**config.mk**
```make
export PLATFORM = sky130hd
export DESIGN_NAME = alu_sequencer_flat
export DESIGN_NICKNAME = d
export VERILOG_FILES = /design/src/rtl/alu_sequencer_if.sv /design/src/rtl/alu_sequencer.sv /design/src/flat_wrapper.sv
export SDC_FILE = /design/constraint.sdc
export NUM_CORES = 1
export LEC_CHECK = 0
export CORE_MARGIN = 10
export CORE_UTILIZATION = 46
export CTS_BUF_LIST = sky130_fd_sc_hd__clkbuf_8
export DETAILED_ROUTE_END_ITERATION = 16
export DONT_BUFFER_PORTS = 1
export GPL_ROUTABILITY_DRIVEN = 0
export GPL_TIMING_DRIVEN = 1
export SETUP_SLACK_MARGIN = 0.1
export SYNTH_ARGS = -nofsm -noshare
export SYNTH_HDL_FRONTEND = slang
export SYNTH_SLANG_ARGS = --single-unit
```
**constraint.sdc**
```tcl
create_clock -name Clock -period 4.3 [get_ports Clock]
set_clock_uncertainty 0.05 [all_clocks]
set_input_delay 1.075 -clock Clock [delete_from_list [all_inputs] [get_ports Clock]]
set_output_delay 1.075 -clock Clock [all_outputs]
set_load 0.01 [all_outputs]
```
**src/rtl/alu_sequencer_if.sv**
```systemverilog
// Bus between the ALU sequencer and its datapath/memory.
//   master : sequencer side (drives strobes, selects and status; receives Start, MemAck, MDR)
//   slave  : datapath/environment side
// Signals:
//   Start, MemAck, MDR[31:0]              request, memory acknowledge, instruction source
//   encIn[31:0], Rin[15:0]                one-hot bus-source select, register write enables
//   Read, MDRin, Yin, ZLOin, PCinc, MemReq datapath/memory strobes
//   NOT, OR, AND, SHR, SHRA, SHL, ADD     ALU operation selects
//   Busy, Done, IllegalOp                 status
interface alu_sequencer_if;
  logic        Start;
  logic        MemAck;
  logic [31:0] MDR;
  logic [31:0] encIn;
  logic [15:0] Rin;
  logic        Read;
  logic        MDRin;
  logic        Yin;
  logic        ZLOin;
  logic        PCinc;
  logic        MemReq;
  logic        NOT;
  logic        OR;
  logic        AND;
  logic        SHR;
  logic        SHRA;
  logic        SHL;
  logic        ADD;
  logic        Busy;
  logic        Done;
  logic        IllegalOp;

  modport master (
    input  Start, MemAck, MDR,
    output encIn, Rin, Read, MDRin, Yin, ZLOin, PCinc, MemReq,
    output NOT, OR, AND, SHR, SHRA, SHL, ADD,
    output Busy, Done, IllegalOp
  );

  modport slave (
    output Start, MemAck, MDR,
    input  encIn, Rin, Read, MDRin, Yin, ZLOin, PCinc, MemReq,
    input  NOT, OR, AND, SHR, SHRA, SHL, ADD,
    input  Busy, Done, IllegalOp
  );
endinterface

```
**src/rtl/alu_sequencer.sv**
```systemverilog
// Control sequencer for a bus-based ALU datapath. Fetches one instruction word per Start,
// decodes opcode/Ra/Rb/Rc and steps the datapath through Rb->Y, Rc op Y -> ZLO, ZLO -> Ra.
// Ports:
//   Clock : sole clock, rising edge
//   Clear : asynchronous active-low reset
//   bus   : alu_sequencer_if.master (handshake, instruction word, strobes, selects, status)
// All outputs are a Moore decode of the state register and the latched instruction fields.
module alu_sequencer (
  input logic            Clock,
  input logic            Clear,
  alu_sequencer_if.master bus
);

  localparam logic [4:0] OpAdd  = 5'b00011;
  localparam logic [4:0] OpAnd  = 5'b00101;
  localparam logic [4:0] OpOr   = 5'b00110;
  localparam logic [4:0] OpShr  = 5'b00111;
  localparam logic [4:0] OpShra = 5'b01000;
  localparam logic [4:0] OpShl  = 5'b01001;
  localparam logic [4:0] OpNot  = 5'b10010;

  localparam int unsigned EncZlo = 19;
  localparam int unsigned EncMdr = 21;

  typedef enum logic [2:0] {
    StIdle,
    StFetch,
    StT1,
    StT2,
    StT3,
    StT4,
    StT5,
    StDone
  } state_e;

  state_e     state_q, state_d;
  logic [4:0] opcode_q, opcode_d;
  logic [3:0] ra_q, ra_d;
  logic [3:0] rb_q, rb_d;
  logic [3:0] rc_q, rc_d;

  logic legal_op;
  logic is_not;

  // Low MDR bits carry no instruction fields.
  logic unused_mdr;
  assign unused_mdr = ^bus.MDR[14:0];

  assign legal_op = opcode_q inside {OpAdd, OpAnd, OpOr, OpShr, OpShra, OpShl, OpNot};
  assign is_not   = (opcode_q == OpNot);

  // State and field registers
  always_ff @(posedge Clock or negedge Clear) begin
    if (!Clear) begin
      state_q  <= StIdle;
      opcode_q <= '0;
      ra_q     <= '0;
      rb_q     <= '0;
      rc_q     <= '0;
    end else begin
      state_q  <= state_d;
      opcode_q <= opcode_d;
      ra_q     <= ra_d;
      rb_q     <= rb_d;
      rc_q     <= rc_d;
    end
  end

  // Next-state and field capture
  always_comb begin
    state_d  = state_q;
    opcode_d = opcode_q;
    ra_d     = ra_q;
    rb_d     = rb_q;
    rc_d     = rc_q;
    unique case (state_q)
      StIdle:  if (bus.Start) state_d = StFetch;
      StFetch: if (bus.MemAck) state_d = StT1;
      StT1: begin
        // MDR holds the fetched word by now; capture fields on the way out.
        opcode_d = bus.MDR[31:27];
        ra_d     = bus.MDR[26:23];
        rb_d     = bus.MDR[22:19];
        rc_d     = bus.MDR[18:15];
        state_d  = StT2;
      end
      StT2: begin
        if (!legal_op)   state_d = StIdle;
        else if (is_not) state_d = StT4;  // single operand: no Y load
        else             state_d = StT3;
      end
      StT3:    state_d = StT4;
      StT4:    state_d = StT5;
      StT5:    state_d = StDone;
      StDone:  state_d = StIdle;
      default: state_d = StIdle;
    endcase
  end

  // Output decode
  logic [31:0] enc_in;
  logic [15:0] rin;
  logic        read, mdr_in, y_in, zlo_in, pc_inc, mem_req;
  logic        alu_not, alu_or, alu_and, alu_shr, alu_shra, alu_shl, alu_add;
  logic        busy, done, illegal_op;

  always_comb begin
    enc_in     = '0;
    rin        = '0;
    read       = 1'b0;
    mdr_in     = 1'b0;
    y_in       = 1'b0;
    zlo_in     = 1'b0;
    pc_inc     = 1'b0;
    mem_req    = 1'b0;
    alu_not    = 1'b0;
    alu_or     = 1'b0;
    alu_and    = 1'b0;
    alu_shr    = 1'b0;
    alu_shra   = 1'b0;
    alu_shl    = 1'b0;
    alu_add    = 1'b0;
    done       = 1'b0;
    illegal_op = 1'b0;
    busy       = (state_q != StIdle);
    unique case (state_q)
      StIdle: ;
      StFetch: begin
        mem_req = 1'b1;
        read    = 1'b1;
        mdr_in  = 1'b1;
      end
      StT1: begin
        enc_in[EncMdr] = 1'b1;
        pc_inc         = 1'b1;
      end
      StT2: illegal_op = !legal_op;
      StT3: begin
        enc_in[rb_q] = 1'b1;
        y_in         = 1'b1;
      end
      StT4: begin
        if (is_not) enc_in[rb_q] = 1'b1;
        else        enc_in[rc_q] = 1'b1;
        zlo_in = 1'b1;
        case (opcode_q)
          OpAdd:   alu_add  = 1'b1;
          OpAnd:   alu_and  = 1'b1;
          OpOr:    alu_or   = 1'b1;
          OpShr:   alu_shr  = 1'b1;
          OpShra:  alu_shra = 1'b1;
          OpShl:   alu_shl  = 1'b1;
          OpNot:   alu_not  = 1'b1;
          default: ;
        endcase
      end
      StT5: begin
        enc_in[EncZlo] = 1'b1;
        rin[ra_q]      = 1'b1;
      end
      StDone:  done = 1'b1;
      default: ;
    endcase
  end

  assign bus.encIn     = enc_in;
  assign bus.Rin       = rin;
  assign bus.Read      = read;
  assign bus.MDRin     = mdr_in;
  assign bus.Yin       = y_in;
  assign bus.ZLOin     = zlo_in;
  assign bus.PCinc     = pc_inc;
  assign bus.MemReq    = mem_req;
  assign bus.NOT       = alu_not;
  assign bus.OR        = alu_or;
  assign bus.AND       = alu_and;
  assign bus.SHR       = alu_shr;
  assign bus.SHRA      = alu_shra;
  assign bus.SHL       = alu_shl;
  assign bus.ADD       = alu_add;
  assign bus.Busy      = busy;
  assign bus.Done      = done;
  assign bus.IllegalOp = illegal_op;

endmodule
```
**src/flat_wrapper.sv**
```systemverilog
// flat-port wrapper written by rule: the top's interface ports become plain ports
module alu_sequencer_flat 
  (Clock, Clear, bus_Start, bus_MemAck, bus_MDR, bus_encIn, bus_Rin, bus_Read, bus_MDRin, bus_Yin, bus_ZLOin, bus_PCinc, bus_MemReq, bus_NOT, bus_OR, bus_AND, bus_SHR, bus_SHRA, bus_SHL, bus_ADD, bus_Busy, bus_Done, bus_IllegalOp);
  alu_sequencer_if bus_i ();
  input logic Clock;
  input logic Clear;
  input wire logic [$bits(bus_i.Start)-1:0] bus_Start;
  input wire logic [$bits(bus_i.MemAck)-1:0] bus_MemAck;
  input wire logic [$bits(bus_i.MDR)-1:0] bus_MDR;
  output wire logic [$bits(bus_i.encIn)-1:0] bus_encIn;
  output wire logic [$bits(bus_i.Rin)-1:0] bus_Rin;
  output wire logic [$bits(bus_i.Read)-1:0] bus_Read;
  output wire logic [$bits(bus_i.MDRin)-1:0] bus_MDRin;
  output wire logic [$bits(bus_i.Yin)-1:0] bus_Yin;
  output wire logic [$bits(bus_i.ZLOin)-1:0] bus_ZLOin;
  output wire logic [$bits(bus_i.PCinc)-1:0] bus_PCinc;
  output wire logic [$bits(bus_i.MemReq)-1:0] bus_MemReq;
  output wire logic [$bits(bus_i.NOT)-1:0] bus_NOT;
  output wire logic [$bits(bus_i.OR)-1:0] bus_OR;
  output wire logic [$bits(bus_i.AND)-1:0] bus_AND;
  output wire logic [$bits(bus_i.SHR)-1:0] bus_SHR;
  output wire logic [$bits(bus_i.SHRA)-1:0] bus_SHRA;
  output wire logic [$bits(bus_i.SHL)-1:0] bus_SHL;
  output wire logic [$bits(bus_i.ADD)-1:0] bus_ADD;
  output wire logic [$bits(bus_i.Busy)-1:0] bus_Busy;
  output wire logic [$bits(bus_i.Done)-1:0] bus_Done;
  output wire logic [$bits(bus_i.IllegalOp)-1:0] bus_IllegalOp;
  assign bus_i.Start = bus_Start;
  assign bus_i.MemAck = bus_MemAck;
  assign bus_i.MDR = bus_MDR;
  assign bus_encIn = bus_i.encIn;
  assign bus_Rin = bus_i.Rin;
  assign bus_Read = bus_i.Read;
  assign bus_MDRin = bus_i.MDRin;
  assign bus_Yin = bus_i.Yin;
  assign bus_ZLOin = bus_i.ZLOin;
  assign bus_PCinc = bus_i.PCinc;
  assign bus_MemReq = bus_i.MemReq;
  assign bus_NOT = bus_i.NOT;
  assign bus_OR = bus_i.OR;
  assign bus_AND = bus_i.AND;
  assign bus_SHR = bus_i.SHR;
  assign bus_SHRA = bus_i.SHRA;
  assign bus_SHL = bus_i.SHL;
  assign bus_ADD = bus_i.ADD;
  assign bus_Busy = bus_i.Busy;
  assign bus_Done = bus_i.Done;
  assign bus_IllegalOp = bus_i.IllegalOp;
  alu_sequencer u_core (.Clock(Clock), .Clear(Clear), .bus(bus_i));
endmodule
```
## Yosys cells after proc, flatten, opt, wreduce, memory -nomap -nowiden

Index checks and enable logic that the tools add are counted.

- $lt $le $gt $ge: 6
- Equal/unequal tests: 16
- Muxes and demuxes: 37
- Reduce and logical (&&, ||, !) cells: 8

Operator list:

| kind | number |
|---|---|
| $mux W16 | 2 |
| $pmux W16 S2 | 1 |
| $mux W1 | 24 |
| $pmux W3 S8 | 1 |
| $eq A5 B3 Y1 const B | 3 |
| $demux W1 S4 | 3 |
| $eq A3 B3 Y1 const B | 4 |
| $ge A4 B1 Y1 const B | 3 |
| $lt A4 B6 Y1 const B | 2 |
| $eq A5 B4 Y1 const B | 2 |
| $mux W10 | 1 |
| $mux W3 | 3 |
| $reduce_bool A7 Y1 | 1 |
| $eq A3 B2 Y1 const B | 2 |
| $eq A5 B2 Y1 const B | 1 |
| $eq A5 B5 Y1 const B | 1 |
| $lt A4 B5 Y1 const B | 1 |
| $ne A2 B2 Y1 const B | 2 |
| $pmux W1 S2 | 2 |
| $eq A3 B1 Y1 const B | 1 |
| $logic_and A1 B1 Y1 | 3 |
| $logic_not A3 Y1 | 1 |
| $reduce_bool A3 Y1 | 1 |
| $reduce_and A2 Y1 | 1 |
| $logic_not A1 Y1 | 1 |

- Register bits: 20
- Input port bits: 36
- Output and inout port bits: 64
- Logic and storage cells: 72

## Depth between registers and ports, before layout

- Depth in word-level cells: 6
- Gate-level depth with buffers: 6
- Gate-level depth less buffers: 4

## Least setup slack after synthesis

OpenSTA, ideal clock, no wires.

- Kind: register -> output
- From: register u_core.state_q[1]
- To: output port bus_encIn[12]
- Arrival: 1.449 ns
- Data required time: 3.175 ns
- Path slack: 1.726 ns
- Stages on the path, launching flop included: 5
- Cells stage by stage: dfrtp_1 -> nand3b_1 -> inv_2 -> a31oi_4 -> o32ai_1

- Cells in the longest elaborated chain, start to end: 2
- Elaborated cells on any way between the ends: 3
- Classes of those cells: eq/ne: 2; mux: 1

Ends and longest elaborated chain:

| what | RTL line | source |
|---|---|---|
| start: declaration | alu_sequencer.sv:36 | `state_e state_q, state_d;` |
| start signal: assignment | alu_sequencer.sv:55 | `state_q <= StIdle;` |
| start signal: assignment | alu_sequencer.sv:61 | `state_q <= state_d;` |
| $eq A3 B3 Y1 | alu_sequencer.sv:126 | `unique case (state_q)` |
| $pmux W16 S2 * | alu_sequencer.sv:126 |  |
| end: declaration | flat_wrapper.sv:10 | `output wire logic [$bits(bus_i.encIn)-1:0] bus_encIn;` |

Every way passes the cells marked *; elsewhere a longest branch is shown, timed or not.

## Worst setup path in the final report

Same ends and word-level chain as after synthesis.

==> flow_summary.ini <==
[power]
p_sw_uw = 499.2
leakagePower_nw = 0.5570
switching_share_pct = 46.36
power_density_nw_per_um2 = 703.1
p_comb_share_pct = 46.0
seqPwrFrac_pct = 42.8
p_int_uw = 577.6
peakVddDrop_mv = 0.3007
clock_power_share_pct = 11.2

[clock_network]
ctsHoldBuffers = 0
clkSinkCount = 20
clk_latency_ns = 0.25
clock_path_buffers = 2
cts_tree = built
htreeDepth = 1
clk_pin_slew_ns = 0.07
cts_root_buf = clkbuf_8
post_cts_buffers = 0
cts_buffers = 3
postCtsResizedCells = 0

[sta]
worst-slew-pin-transition_ns = 0.8135
setup_slack_ns = 1.070
timing_hold_violations_final = 0
slew_violations = 0
relSlewSlack_pct = 45.71
holdWs_ns = 0.4594
max_freq_ghz = 0.3096
tns_ns = 0
rsz0062_at_grt = no
setup_viol = 0
period_needed_ns = 3.230
period_share_pct = 75.11

[synth]
avgSynthCellArea_um2 = 8.829
synth-seq-cells = 20
synth.cell_area_um2 = 1554
ys_seq_area_share_pct = 32.21
yosysUniqueCellTypes = 40
ys_warn_count = 0
postSynthCellCount = 176

[floorplanning]
die_w_um = 78.12
core_area_um2 = 3311
io_pins = 100
row_count = 21
dieArea_um2 = 6103
start_util_pct = 46.94
die_h_um = 78.12

[route]
drc = 0
num_vias = 1252
ant_nets = 0
viasPerCell = 5.823
wl_um = 4014
wl_per_cell_um = 18.67
first_pass_iters = 5
drtIter0Drc = 89

[cells_and_area]
drive_gt1_share_pct = 18.93
layout.nets = 207
multi_input_area_um2 = 905.9
regArea_um2 = 500.5
final_cell_mix = nor2_1 (21), dfrtp_1 (20), nand2_1 (18)
diodes = 0
fillers = 343
final_common_cell = nor2_1
syn_to_final_growth_pct = -1.449

[setup_path]
startpoint_type = flip-flop
slowest_stage = o32ai_1
cp-startpoint = u_core.state_q[1]
crit_type = flip-flop to output pin
worstSetupEndpointType = output pin
reg2reg_from = u_core.state_q[0]
slowest_delay_ns = 0.57
critPathArrivalTime_ns = 2.10
path_delay_family = compound AO/OA/AOI/OAI gates
path_buf_inv = 1
critPathRequiredTime_ns = 3.17
path_max_fanout = 16
crit_path_cell_trace = nand3b_1 > inv_2 > a31oi_4 > o32ai_1

[place]
place_hpwl_um = 3228
io_buffers = 0
place_ws_ns = 1.372

[run]
maxCapViolations = 0

[run_status]
run_status = finished clean

[min_path]
hold_path.class = primary input to asynchronous set/reset pin

[grt]
grt-ovfl-total = 0
grt_pass1_wl_um = 6396
grt_antenna_before_repair = 0
grt_pass1_vias = 1223
grt_start_max_net_pins = 21
grt_usage_pct = 12.48
cell usage after synthesis:
| cell type | instances | area share [%] |
|---|---|---|
| a2111o_1 | 1 | 0.72 |
| a21oi_1 | 1 | 0.32 |
| a221oi_1 | 1 | 0.56 |
| a31oi_4 | 1 | 1.4 |
| and3_1 | 1 | 0.40 |
| and3b_1 | 1 | 0.56 |
| buf_2 | 4 | 1.3 |
| buf_4 | 18 | 8.7 |
| buf_6 | 2 | 1.4 |
| conb_1 | 1 | 0.24 |
| dfrtp_1 | 20 | 32 |
| inv_1 | 4 | 0.97 |
| inv_2 | 1 | 0.24 |
| maj3_1 | 1 | 0.64 |
| mux2_2 | 17 | 12 |
| nand2_1 | 18 | 4.3 |
| nand2b_1 | 5 | 2.0 |
| nand2b_4 | 1 | 0.89 |
| nand3_1 | 7 | 2.3 |
| nand3b_1 | 3 | 1.4 |
| nand4bb_1 | 1 | 0.72 |
| nor2_1 | 21 | 5.1 |
| nor2_2 | 1 | 0.40 |
| nor2b_1 | 5 | 2.0 |
| nor3_1 | 7 | 2.3 |
| nor3_2 | 1 | 0.64 |
| nor3b_2 | 1 | 0.81 |
| nor4_1 | 2 | 0.81 |
| nor4b_1 | 1 | 0.56 |
| nor4bb_4 | 1 | 1.6 |
| o2111ai_1 | 2 | 1.1 |
| o211ai_1 | 1 | 0.48 |
| o21ai_0 | 2 | 0.64 |
| o221a_2 | 1 | 0.72 |
| o22ai_1 | 14 | 5.6 |
| o32ai_1 | 2 | 1.1 |
| or2_2 | 2 | 0.81 |
| or3_1 | 1 | 0.40 |
| or3b_4 | 1 | 0.72 |
| or4_1 | 1 | 0.48 |
layout make-up:
cell class	count	share of cell area [%]
Multi-Input combinational cell	140	59.15
Sequential cell	20	32.68
Clock buffer	3	2.696
Timing Repair Buffer	1	0.4902
Inverter	5	1.225
Tap cell	46	3.758
flip-flops by register name (all words and copies together), names as in the netlist:
| name | cells |
|---|---|
| u_core.state_q | 3 |
| u_core.ra_q | 4 |
| u_core.rb_q | 4 |
| u_core.opcode_q | 5 |
| u_core.rc_q | 4 |
stage by stage:
stage	total power [mW]	std cells	area (um2)	utilization (%)
finish	1.077	215	1531	46.26
global route	1.174	215	1531	46.26
CTS	1.081	215	1531	46.26
floorplan	0.9050	189	1603	-
detailed placement	0.9591	212	1490	45.01
global placement	0.9343	212	1490	45.01
power groups by stage:
stage                     registers [mW]  clock network [mW]  logic, mW
after floorplan                    0.393                   0      0.512
after global placement             0.455                   0      0.479
after detailed placement           0.463                   0      0.496
after CTS                          0.460               0.124      0.497
after global routing               0.492               0.132      0.550
final                              0.461               0.121      0.495
layer usage:
metal | share of wire [%] | global-route usage (%) | routed length [um] | vias up
met2 | 50 | 21.96 | 2025 | 65
met1 | 37 | 13.01 | 1470 | 581
li1 | - | - | - | 596
met5 | 0 | 0 | 0 | -
met4 | 2.6 | 3.763 | 103 | 0
met3 | 10 | 5.695 | 416 | 10
kinds of logic (layout without fill, tap and decap cells):
kind of cell | Yosys count | count (layout) | share of synthesized area [%]
AOI/OAI and AO/OA | 26 | 26 | 12.72
adders and majority gates | 1 | 1 | 0.6441
buffers and inverters | 29 | 9 | 12.64
DFF | 20 | 20 | 32.21
muxes | 17 | 17 | 12.32
other | 1 | 14 | 0.2413
and+or+nand+nor | 82 | 82 | 29.23
worst paths after layout:
kind,cells after the start,to,slack [ns]
max,4,bus_encIn[12],1.07
min,0,u_core.state_q[1],0.46
max reg2reg,4,u_core.opcode_q[3],2.20
min reg2reg,1,u_core.rc_q[0],0.51
max in group asynchronous,0,u_core.rc_q[2],3.67
min in group Clock,1,u_core.rc_q[0],0.51
worst register-to-register path, cell delays in order (launching register included):
cell,delay [ns]
dfrtp_1,0.49
nand2b_4,0.19
nor2_2,0.62
buf_4,0.29
mux2_2,0.34
Power figures use the tool's default switching activity.
